### src/rtl/run_det_pkg.sv
// run_det_pkg: shared constants and helpers for the Moore run detector.
//   OVL_ON / OVL_OFF : encodings of the ovl (overlap mode) input.
//   cw_of()          : width of a per-channel run counter that must hold
//                      states 0..run_len inclusive.
package run_det_pkg;

    localparam logic OVL_ON  = 1'b1;
    localparam logic OVL_OFF = 1'b0;

    function automatic int cw_of(input int run_len);
        return $clog2(run_len + 1);
    endfunction

endpackage

### src/rtl/run_det_chan.sv
// run_det_chan: one channel of the run detector.
//   Moore FSM with states S0..S(RUN_LEN), encoded directly as the count of
//   current consecutive matches, plus a saturating hit counter.
// Ports:
//   clk, reset   : clock, asynchronous active-high reset
//   en           : sample enable (low = run state holds)
//   w            : serial input bit for this channel
//   pol          : target value; a sample matches when w == pol
//   ovl          : 1 = overlapping runs, 0 = non-overlapping
//   clr          : synchronous clear of the hit counter (ignores en)
//   z            : registered detect flag, 1 while in S(RUN_LEN)
//   run_cnt      : registered run state index
//   hit_cnt      : registered saturating hit count
module run_det_chan
    import run_det_pkg::*;
#(
    parameter int RUN_LEN = 2,
    parameter int HW      = 8
) (
    input  logic                       clk,
    input  logic                       reset,
    input  logic                       en,
    input  logic                       w,
    input  logic                       pol,
    input  logic                       ovl,
    input  logic                       clr,
    output logic                       z,
    output logic [cw_of(RUN_LEN)-1:0]  run_cnt,
    output logic [HW-1:0]              hit_cnt
);

    localparam int CW = cw_of(RUN_LEN);
    localparam logic [CW-1:0] ST_ZERO = CW'(0);
    localparam logic [CW-1:0] ST_ONE  = CW'(1);
    localparam logic [CW-1:0] ST_LAST = CW'(RUN_LEN - 1);
    localparam logic [CW-1:0] ST_FULL = CW'(RUN_LEN);
    localparam logic [HW-1:0] HIT_MAX = {HW{1'b1}};

    logic [CW-1:0] run_d, run_q;
    logic [HW-1:0] hit_d, hit_q;
    logic          z_d, z_q;
    logic          match_s;
    logic          hit_inc_s;

    // Next-state, hit-increment and next-z decode for this channel.
    always_comb begin
        run_d     = run_q;
        hit_d     = hit_q;
        hit_inc_s = 1'b0;
        match_s   = (w == pol);

        if (en) begin
            if (!match_s) begin
                run_d = ST_ZERO;
            end else if (run_q != ST_FULL) begin
                run_d = run_q + ST_ONE;
                // Completing a run from S(RUN_LEN-1) is a hit.
                hit_inc_s = (run_q == ST_LAST);
            end else if (ovl == OVL_ON) begin
                run_d     = ST_FULL;
                hit_inc_s = 1'b1;
            end else begin
                // Non-overlapping: the matching sample starts a fresh run.
                run_d = ST_ONE;
            end
        end else begin
            run_d = run_q;
        end

        // clr wins over a simultaneous increment.
        if (clr) begin
            hit_d = {HW{1'b0}};
        end else if (hit_inc_s && (hit_q != HIT_MAX)) begin
            hit_d = hit_q + {{(HW-1){1'b0}}, 1'b1};
        end else begin
            hit_d = hit_q;
        end

        // z is registered alongside the state so it equals (run_q == FULL).
        z_d = (run_d == ST_FULL);
    end

    // Channel state, hit counter and detect flag registers.
    always_ff @(posedge clk or posedge reset) begin
        if (reset) begin
            run_q <= ST_ZERO;
            hit_q <= {HW{1'b0}};
            z_q   <= 1'b0;
        end else begin
            run_q <= run_d;
            hit_q <= hit_d;
            z_q   <= z_d;
        end
    end

    assign z       = z_q;
    assign run_cnt = run_q;
    assign hit_cnt = hit_q;

endmodule

### src/rtl/moore_run_detector.sv
// moore_run_detector: CH independent run detectors sharing en/pol/ovl/clr.
// Ports:
//   clk, reset   : clock, asynchronous active-high reset
//   en           : sample enable for all channels
//   w[CH]        : per-channel serial inputs
//   pol          : target bit value
//   ovl          : overlapping (1) / non-overlapping (0) run mode
//   clr          : synchronous clear of all hit counters
//   z[CH]        : per-channel registered detect flags
//   run_cnt      : per-channel run state, channel i at [i*CW +: CW]
//   hit_cnt      : per-channel hit count, channel i at [i*HW +: HW]
//   any_z        : OR of all z bits
module moore_run_detector
    import run_det_pkg::*;
#(
    parameter int CH      = 4,
    parameter int RUN_LEN = 2,
    parameter int HW      = 8
) (
    input  logic                          clk,
    input  logic                          reset,
    input  logic                          en,
    input  logic [CH-1:0]                 w,
    input  logic                          pol,
    input  logic                          ovl,
    input  logic                          clr,
    output logic [CH-1:0]                 z,
    output logic [CH*cw_of(RUN_LEN)-1:0]  run_cnt,
    output logic [CH*HW-1:0]              hit_cnt,
    output logic                          any_z
);

    localparam int CW = cw_of(RUN_LEN);

    for (genvar i = 0; i < CH; i++) begin : g_chan
        run_det_chan #(
            .RUN_LEN (RUN_LEN),
            .HW      (HW)
        ) u_chan (
            .clk     (clk),
            .reset   (reset),
            .en      (en),
            .w       (w[i]),
            .pol     (pol),
            .ovl     (ovl),
            .clr     (clr),
            .z       (z[i]),
            .run_cnt (run_cnt[i*CW +: CW]),
            .hit_cnt (hit_cnt[i*HW +: HW])
        );
    end

    assign any_z = |z;

endmodule

### config.mk
export PLATFORM = sky130hd
export DESIGN_NAME = moore_run_detector
export DESIGN_NICKNAME = d
export VERILOG_FILES = /design/src/rtl/run_det_pkg.sv /design/src/rtl/run_det_chan.sv /design/src/rtl/moore_run_detector.sv
export SDC_FILE = /design/constraint.sdc
export NUM_CORES = 1
export LEC_CHECK = 0
export CAP_MARGIN = 0
export CORE_ASPECT_RATIO = 0.5
export CORE_MARGIN = 4
export CORE_UTILIZATION = 54
export CTS_CLUSTER_DIAMETER = 120
export DETAILED_ROUTE_END_ITERATION = 16
export PLACE_DENSITY = 0.85
export SLEW_MARGIN = 20
export SYNTH_ARGS = -nofsm -noshare
export SYNTH_HDL_FRONTEND = slang
export SYNTH_SLANG_ARGS = --single-unit
### constraint.sdc
create_clock -name clk -period 2.94 [get_ports clk]
set_input_delay 0.588 -clock clk [delete_from_list [all_inputs] [get_ports clk]]
set_output_delay 0.588 -clock clk [all_outputs]
set_load 0.02 [all_outputs]
==> flow_summary.rst, run 1 <==
.. list-table::
   :header-rows: 1

   * - Metric
     - Value
   * - Critical path's slowest cell
     - sky130_fd_sc_hd__clkdlybuf4s50_1
   * - Startpoint of the lowest-slack register-to-register path
     - g_chan[1].u_chan.run_cnt[0]$_DFF_PP0_
   * - Warning count from the yosys run
     - 0
   * - GR Util met3
     - 3.643%
   * - Critical Path Start
     - ovl
   * - Placeable core region
     - 4104 um^2
   * - Post-layout min period
     - 2334 ps
   * - Number of enable flip-flop cells after synthesis
     - 0
   * - Worst Setup Start Kind
     - primary input
   * - Number of H-tree levels
     - 2
   * - Synthesized area
     - 2414 um^2
   * - Fraction of power spent switching nets
     - 29.09%
   * - Post-synth top area cell
     - sky130_fd_sc_hd__dfrtp_1
   * - Number of buffers inserted by hold repair at cts
     - 0
   * - Latest clock arrival within the worst-skew pair
     - 300 ps
   * - Worst setup skew after layout
     - 6.543 ps
   * - All-layer global routing usage
     - 21.38%
   * - Leakage
     - 0.001238 uW
   * - Worst reg2reg path depth
     - 4
   * - Most frequent cell after synthesis
     - sky130_fd_sc_hd__dfrtp_1
   * - Final Wtd Congestion
     - 0.8597
   * - Clk network pwr share
     - 27.0%
   * - Critical Path AT
     - 2550 ps
   * - Net count after synthesis
     - 263
   * - Die height
     - 55.28 um
   * - Wire length per cell
     - 16.14 um
   * - Cell family with the largest share of critical-path delay
     - simple AND/OR/NAND/NOR gates
   * - Total length of routed wires
     - 5.729 mm
   * - Count of antenna-violating nets left after detailed routing
     - 0
   * - DP Cell Count
     - 350
   * - Crit-path cells
     - clkdlybuf4s50_1, and3b_1, o211ai_2, or4_1, a21oi_1
   * - Maximum net fanout on the critical path
     - 16
   * - Total Die Area
     - 5668 um^2
   * - Placed instance area
     - 2993 um^2
   * - Clock slew seen by the registers of the worst setup and hold paths
     - 70 ps
   * - Number of DRC markers after the initial detailed-route iteration
     - 91
   * - Number of buffers added by the clock tree synthesis step
     - 5
   * - Remaining routing DRC violations
     - 0
   * - Switching power
     - 372.5 uW
   * - Unique masters post-synth
     - 47
   * - Synthesized area per cell
     - 9.693 um^2
   * - Power consumption
     - 1281 uW
   * - Number of gates resized after CTS
     - 0
   * - Number of buffers and inverters on the critical path
     - 1
   * - Setup repair after global routing missed its margin
     - false
   * - Async set-reset flop share out of synthesis
     - 100.0%
   * - Maximum VDD drop
     - 0.2433 mV
   * - Sum of negative setup slack
     - 0 ps
   * - Sequential fraction of design power
     - 52.2%
   * - Most used flip-flop cell after synthesis
     - sky130_fd_sc_hd__dfrtp_1
   * - Global-route wire length before repair
     - 9.887 mm
   * - Via density per instance
     - 6.017
   * - Run status
     - finished clean
   * - Share of post-route cells with drive strength above 1
     - 7.973%
   * - Final core utilization
     - 74.60%
   * - Layout Area Growth over Synthesis
     - 26.85%
   * - Top cells by instance count after synthesis
     - 44 x sky130_fd_sc_hd__dfrtp_1, 18 x sky130_fd_sc_hd__a21oi_1, 17 x sky130_fd_sc_hd__nand2_1, 15 x sky130_fd_sc_hd__nor2_1, 14 x sky130_fd_sc_hd__nand3_1
   * - Data required, critical path
     - 3160 ps
   * - Hpwl dp
     - 4.150 mm
   * - Antenna fix cells
     - 0
   * - Endpoint kind of the worst setup timing path
     - register
   * - Count of endpoints failing setup in the final report
     - 0
   * - Layout Cell Area excl Fill
     - 3062 um^2
   * - Via count of the first global-routing pass
     - 2099
   * - IO buf count
     - 54
   * - Max-slew headroom at the worst pin
     - 57.78%
   * - Proportion of synthesized chip area in sequential cells
     - 45.62%
   * - Worst-case register-to-register setup slack
     - 1100 ps
   * - Power per unit of standard cell area
     - 418.2 nW/um^2
   * - Highest attainable clock frequency
     - 428.4 MHz
   * - Top cells by area, synth
     - sky130_fd_sc_hd__dfrtp_1 46%, sky130_fd_sc_hd__a21oi_1 3.7%, sky130_fd_sc_hd__nor2b_1 3.4%
   * - I/O pin count
     - 55
   * - Slowest Stage Delay on Critical Path
     - 630 ps
   * - Grt peak-use layer
     - met2
   * - Number of sinks driven by the clock tree
     - 44
   * - Pin count of the biggest net entering global routing
     - 31
   * - Int Power
     - 908.0 uW
   * - Gate Count Post-Synth
     - 249
   * - Total iterations of the first detailed-routing run
     - 4
   * - Number of antenna violations at the first check in global routing
     - 0
   * - Proportion of power drawn by combinational gates
     - 20.8%
   * - Top cell type's share of synthesized area
     - 45.62%
   * - Critical path start-end classification
     - in -> reg
   * - Class of the worst hold path
     - reg -> reg
   * - Clock Tree Buf Depth
     - 2
   * - Worst-Margin Slew
     - 632.3 ps
   * - Worst setup path end
     - g_chan[1].u_chan.hit_cnt[6]$_DFFE_PP0P_
   * - Post-route clock period utilization
     - 79.39%
   * - Number of stages on the worst setup path
     - 5
   * - Starting density of the core
     - 58.81%
   * - Buffers inserted during post-CTS setup optimization
     - 0
   * - Number of maximum-capacitance violations
     - 0
   * - Endpoints failing hold
     - 0
   * - Total global routing overflow
     - 0
   * - Horizontal die dimension
     - 102.5 um
   * - Final Slew Violations
     - 0
   * - Number of synthesized register bits
     - 44
   * - End of the worst register-to-register path
     - g_chan[1].u_chan.hit_cnt[6]$_DFFE_PP0P_
   * - DR vias
     - 2136
   * - Final net count
     - 317
   * - Non-filler cells in the finished layout
     - 355
   * - Met2 layer usage reported by global route
     - 35.14%
   * - TritonCTS clock tree
     - done
   * - Buffer cell driving the clock tree root
     - sky130_fd_sc_hd__clkbuf_8
   * - Fraction of met1 tracks used by global routing
     - 28.87%
   * - Row count
     - 16
[kinds of logic after synthesis]
kind of cell	share of synthesized area, %
adders and majority gates	2.074
buffers and inverters	4.614
DFF	45.62
muxes	5.339
and+or+nand+nor	21.88
xor gates and xnor gates	1.452
AOI/OAI and AO/OA	19.03
[how the worst min path moves through the flow]
stage | start | to | slack (ps) | cells after the start
floorplan | g_chan[1].u_chan.hit_cnt[6]$_DFFE_PP0P_ | g_chan[1].u_chan.hit_cnt[6]$_DFFE_PP0P_ | 640 | 2
global placement | g_chan[1].u_chan.hit_cnt[6]$_DFFE_PP0P_ | g_chan[1].u_chan.hit_cnt[6]$_DFFE_PP0P_ | 550 | 2
detailed placement | g_chan[2].u_chan.hit_cnt[7]$_DFFE_PP0P_ | g_chan[2].u_chan.hit_cnt[7]$_DFFE_PP0P_ | 570 | 1
CTS | g_chan[2].u_chan.hit_cnt[7]$_DFFE_PP0P_ | g_chan[2].u_chan.hit_cnt[7]$_DFFE_PP0P_ | 580 | 1
global route | g_chan[1].u_chan.hit_cnt[1]$_DFFE_PP0P_ | g_chan[1].u_chan.hit_cnt[1]$_DFFE_PP0P_ | 610 | 2
finish | g_chan[0].u_chan.hit_cnt[1]$_DFFE_PP0P_ | g_chan[0].u_chan.hit_cnt[1]$_DFFE_PP0P_ | 580 | 2
[state kept, by name (all words and copies together) (netlist names)]
| register | flops |
|---|---|
| g_chan.u_chan.hit_cnt | 32 |
| g_chan.u_chan.run_cnt | 8 |
| g_chan.u_chan.z | 4 |
[power groups by stage]
stage          clock, uW  sequential [uW]  combinational, uW
2_1_floorplan          0              701                135
3_3_place_gp           0              678                260
3_5_place_dp           0              681                267
4_1_cts              351              669                268
5_1_grt              375              674                290
6_report             345              669                266
[area by class of cell]
class	count	area, um^2
tap	54	67.56
fill	301	1042
clock buffer	5	68.82
multi-input combinational	181	1201
inverter	12	45.04
timing repair buffer	59	578.1
sequential	44	1101
[worst reg2reg max path, delay by kind of cell (launching register included)]
kind / cells / cell delay (ps)
AND/OR/NAND/NOR: 2 / 870
AO/OA/AOI/OAI: 2 / 470
flip-flops: 1 / 420
[per-layer routing]
| layer | wire [um] | up-vias | share of wire, % |
|---|---|---|---|
| met4 | 87 | 0 | 1.5 |
| met3 | 413 | 10 | 7.2 |
| met1 | 2502 | 1038 | 44 |
| li1 | - | 1027 | - |
| met2 | 2726 | 61 | 48 |
| met5 | 0 | - | 0 |
[layout by cell type, fill, tap and decap left out, types with 3 or more instances in the layout]
cell and count:
sky130_fd_sc_hd__inv_1 11, sky130_fd_sc_hd__ha_1 4, sky130_fd_sc_hd__mux2i_1 5, sky130_fd_sc_hd__or4_1 7, sky130_fd_sc_hd__o41ai_1 3, sky130_fd_sc_hd__o21ai_0 10, sky130_fd_sc_hd__dfrtp_1 44, sky130_fd_sc_hd__buf_4 5
sky130_fd_sc_hd__a211oi_2 5, sky130_fd_sc_hd__nor2_1 15, sky130_fd_sc_hd__clkdlybuf4s50_1 54, sky130_fd_sc_hd__nand3_1 14, sky130_fd_sc_hd__or3_1 4, sky130_fd_sc_hd__nand2_1 17, sky130_fd_sc_hd__clkbuf_8 5, sky130_fd_sc_hd__nand2b_1 3
sky130_fd_sc_hd__a211oi_1 4, sky130_fd_sc_hd__and3_1 5, sky130_fd_sc_hd__nor3_1 3, sky130_fd_sc_hd__o31ai_1 5, sky130_fd_sc_hd__nand4_1 7, sky130_fd_sc_hd__a31oi_1 3, sky130_fd_sc_hd__a21oi_1 18, sky130_fd_sc_hd__mux2_2 5
sky130_fd_sc_hd__nor2b_1 13
[per-stage QoR]
| stage | setup slack [ps] | hold WS, ps |
|---|---|---|
| final | 605.8 | 580.4 |
| after global routing | 477.1 | 614.1 |
| after CTS | 607.7 | 580.1 |
| after global placement | 415.2 | 553.4 |
| after floorplan | 1184 | 637.3 |
| after detailed placement | 330.0 | 567.3 |
(Power assumes the default switching activity.)
==> run 2, diff against run 1 <==
--- a/config.mk
+++ b/config.mk
@@ -8,10 +8,10 @@
 export CAP_MARGIN = 0
 export CORE_ASPECT_RATIO = 0.5
 export CORE_MARGIN = 4
-export CORE_UTILIZATION = 54
+export CORE_UTILIZATION = 45
 export CTS_CLUSTER_DIAMETER = 120
 export DETAILED_ROUTE_END_ITERATION = 16
-export PLACE_DENSITY = 0.85
+export PLACE_DENSITY = 0.76
 export SLEW_MARGIN = 20
 export SYNTH_ARGS = -nofsm -noshare
 export SYNTH_HDL_FRONTEND = slang
==> constraint.sdc (replaced) <==
create_clock -name clk -period 1.87 [get_ports clk]
set_input_delay 0.374 -clock clk [delete_from_list [all_inputs] [get_ports clk]]
set_output_delay 0.374 -clock clk [all_outputs]
set_load 0.02 [all_outputs]
==> flow_summary.rst, run 2 (synthesis gave the netlist of run 1 again) <==
.. list-table::
   :header-rows: 1

   * - Metric
     - Value
   * - Final net count
     - 344 (was 317)
   * - Critical path start-end classification
     - reg -> out (was in -> reg)
   * - Die height
     - 59.79 um (was 55.28 um)
   * - Number of filler instances in the final layout
     - 394 (was 301)
   * - TritonCTS clock tree
     - done (unchanged)
   * - Data required, critical path
     - 1500 ps (was 3160 ps)
   * - Antenna fix cells
     - 0 (unchanged)
   * - Pre-CTS setup slack
     - -410.5 ps (was 330.0 ps)
   * - Global-route wire length before repair
     - 9.860 mm (was 9.887 mm)
   * - Row count
     - 18 (was 16)
   * - Wire length per cell
     - 14.78 um (was 16.14 um)
   * - Maximum net fanout on the critical path
     - 8 (was 16)
   * - Pin count of the biggest net entering global routing
     - 45 (was 31)
   * - Highest attainable clock frequency
     - 553.7 MHz
   * - Hpwl dp
     - 4.227 mm (was 4.150 mm)
   * - Clock Tree Buf Depth
     - 2 (unchanged)
   * - Critical Path Start
     - g_chan[3].u_chan.hit_cnt[3]$_DFFE_PP0P_ (was ovl)
   * - WL met3
     - 325 um (was 413 um)
   * - Max reg flops
     - 32 (unchanged)
   * - Cell family with the largest share of critical-path delay
     - buffers and inverters (was simple AND/OR/NAND/NOR gates)
   * - Count of endpoints failing setup in the final report
     - 0 (unchanged)
   * - Share of post-route cells with drive strength above 1
     - 17.82% (was 7.973%)
   * - Number of maximum-capacitance violations
     - 0 (unchanged)
   * - Class of the worst hold path
     - in -> async (was reg -> reg)
   * - Endpoint kind of the worst setup timing path
     - output pin (was register)
   * - Run status
     - finished clean (unchanged)
   * - Worst setup path end
     - hit_cnt[27] (was g_chan[1].u_chan.hit_cnt[6]$_DFFE_PP0P_)
   * - Starting density of the core
     - 47.84% (was 58.81%)
   * - Number of buffers and inverters on the critical path
     - 1 (unchanged)
   * - Endpoints failing hold
     - 0 (unchanged)
   * - Remaining routing DRC violations
     - 0 (unchanged)
   * - Leakage
     - 0.001414 uW (was 0.001238 uW)
   * - Clock slew seen by the registers of the worst setup and hold paths
     - 90 ps (was 70 ps)
   * - Worst-Margin Slew
     - 551.9 ps (was 632.3 ps)
   * - Via density per instance
     - 5.506 (was 6.017)
   * - Post-layout min period
     - 1806 ps
   * - Number of buffers inserted by hold repair at cts
     - 0 (unchanged)
   * - Buffer cell driving the clock tree root
     - sky130_fd_sc_hd__clkbuf_8 (unchanged)
   * - Post-route clock period utilization
     - 96.58%
   * - Total iterations of the first detailed-routing run
     - 4 (unchanged)
   * - Number of antenna violations at the first check in global routing
     - 0 (unchanged)
   * - Critical path's slowest cell
     - sky130_fd_sc_hd__clkdlybuf4s50_1 (unchanged)
   * - Number of H-tree levels
     - 2 (unchanged)
   * - Max-slew headroom at the worst pin
     - 63.07% (was 57.78%)
   * - Power per unit of standard cell area
     - 669.1 nW/um^2 (was 418.2 nW/um^2)
   * - Critical Path AT
     - 1430 ps (was 2550 ps)
   * - Routed metal-1 wire length
     - 2.710 mm (was 2.502 mm)
   * - Crit-path cells
     - clkdlybuf4s50_1 (was clkdlybuf4s50_1, and3b_1, o211ai_2, or4_1, a21oi_1)
   * - Worst Setup Start Kind
     - register (was primary input)
   * - Number of stages on the worst setup path
     - 1 (was 5)
   * - Horizontal die dimension
     - 111.6 um (was 102.5 um)
   * - Latest clock arrival within the worst-skew pair
     - 300 ps (about the same)
   * - Top routing layer in use
     - met4 (unchanged)
   * - Total global routing overflow
     - 0 (unchanged)
   * - End of the worst register-to-register path
     - g_chan[0].u_chan.hit_cnt[5]$_DFFE_PP0P_ (was g_chan[1].u_chan.hit_cnt[6]$_DFFE_PP0P_)
   * - Layout Area Growth over Synthesis
     - 39.66% (was 26.85%)
   * - Number of buffers added by the clock tree synthesis step
     - 5 (unchanged)
   * - Final hold slack
     - 409.2 ps (was 580.4 ps)
   * - All-layer global routing usage
     - 18.20% (was 21.38%)
   * - I/O pin count
     - 55 (unchanged)
   * - DR vias
     - 2208 (was 2136)
   * - Worst setup skew after layout
     - 4.867 ps (was 6.543 ps)
   * - Number of sinks driven by the clock tree
     - 44 (unchanged)
   * - Total length of routed wires
     - 5.927 mm (was 5.729 mm)
   * - Total Die Area
     - 6670 um^2 (was 5668 um^2)
   * - Placeable core region
     - 5045 um^2 (was 4104 um^2)
   * - Leading cell type in the layout, fill and taps excluded
     - sky130_fd_sc_hd__clkdlybuf4s50_1 (unchanged)
   * - Count of antenna-violating nets left after detailed routing
     - 0 (unchanged)
   * - Startpoint of the lowest-slack register-to-register path
     - g_chan[0].u_chan.hit_cnt[0]$_DFFE_PP0P_ (was g_chan[1].u_chan.run_cnt[0]$_DFF_PP0_)
   * - Final Slew Violations
     - 0 (unchanged)
   * - Via count of the first global-routing pass
     - 2100 (was 2099)
   * - Wire length on met2
     - 2.823 mm (was 2.726 mm)
   * - Maximum VDD drop
     - 0.3285 mV (was 0.2433 mV)
   * - Final Wtd Congestion
     - 0.8452 (was 0.8597)
   * - Setup repair after global routing missed its margin
     - false (unchanged)
   * - Number of DRC markers after the initial detailed-route iteration
     - 84 (was 91)
   * - Worst setup slack after layout
     - 63.99 ps (was 605.8 ps)
   * - IO buf count
     - 54 (unchanged)
   * - Worst-case register-to-register setup slack
     - 140 ps (was 1100 ps)
   * - Worst reg2reg path depth
     - 5 (was 4)
   * - Slowest Stage Delay on Critical Path
     - 650 ps (was 630 ps)
   * - Commonest cells after routing, fill and taps aside
     - 50 x sky130_fd_sc_hd__clkdlybuf4s50_1, 43 x sky130_fd_sc_hd__dfrtp_1, 30 x sky130_fd_sc_hd__buf_4 (was 54 x sky130_fd_sc_hd__clkdlybuf4s50_1, 44 x sky130_fd_sc_hd__dfrtp_1, 18 x sky130_fd_sc_hd__a21oi_1)
-- run 2: repair_timing --
| item | CTS | global route |
|---|---|---|
| gates resized for setup | 7 | 8 |
| buffers inserted | 0 | 3 |
| pin swaps | 0 | 2 |
| setup endpoints to repair | 20 | 10 |
-- run 2: area by class of cell --
cell class	instances	area (um^2)	share of cell area, %
Tap cell	70	87.58	2.598
Sequential cell	44	1102	32.70
Clock inverter	2	35.03	1.039
Clock buffer	6	72.57	2.153
Timing Repair Buffer	86	792.0	23.50
Multi-Input combinational cell	181	1236	36.67
Inverter	12	45.04	1.336
-- run 2: where the power goes --
part / internal (uW) / switching, uW / total [uW]
Sequential: 998 / 53.8 / 1050
Combinational: 224 / 245 / 469
Clock: 397 / 338 / 735
Total: 1620 / 637 / 2260
-- run 2: how the worst min path moves through the flow --
stage,start,endpoint,cells past startpoint
4_1_cts,reset,g_chan[1].u_chan.hit_cnt[0]$_DFFE_PP0P_,3
5_1_grt,reset,g_chan[1].u_chan.hit_cnt[0]$_DFFE_PP0P_,3
3_3_place_gp,g_chan[1].u_chan.hit_cnt[6]$_DFFE_PP0P_,g_chan[1].u_chan.hit_cnt[6]$_DFFE_PP0P_,2
2_1_floorplan,clr,g_chan[2].u_chan.hit_cnt[0]$_DFFE_PP0P_,2
6_report,reset,g_chan[1].u_chan.hit_cnt[0]$_DFFE_PP0P_,3
3_5_place_dp,g_chan[2].u_chan.run_cnt[1]$_DFF_PP0_,g_chan[2].u_chan.run_cnt[1]$_DFF_PP0_,1
-- run 2: through the flow --
stage | cell area [um^2] | TNS (ps) | total power, uW | instances | util, %
floorplan | 2414 | 0 | 1314 | 249 | -
global placement | 3206 | -9217 | 1522 | 390 | 63.54
detailed placement | 3206 | -10980 | 1535 | 390 | 63.54
CTS | 3323 | 0 | 2265 | 398 | 65.87
global route | 3371 | 0 | 2352 | 401 | 66.82
finish | 3371 | 0 | 2255 | 401 | 66.82
-- run 2: layer usage --
metal	up-vias	track usage [%]
met5	-	0
met4	0	5.546
met3	8	4.550
met2	56	31.53
met1	1065	23.07
li1	1079	-
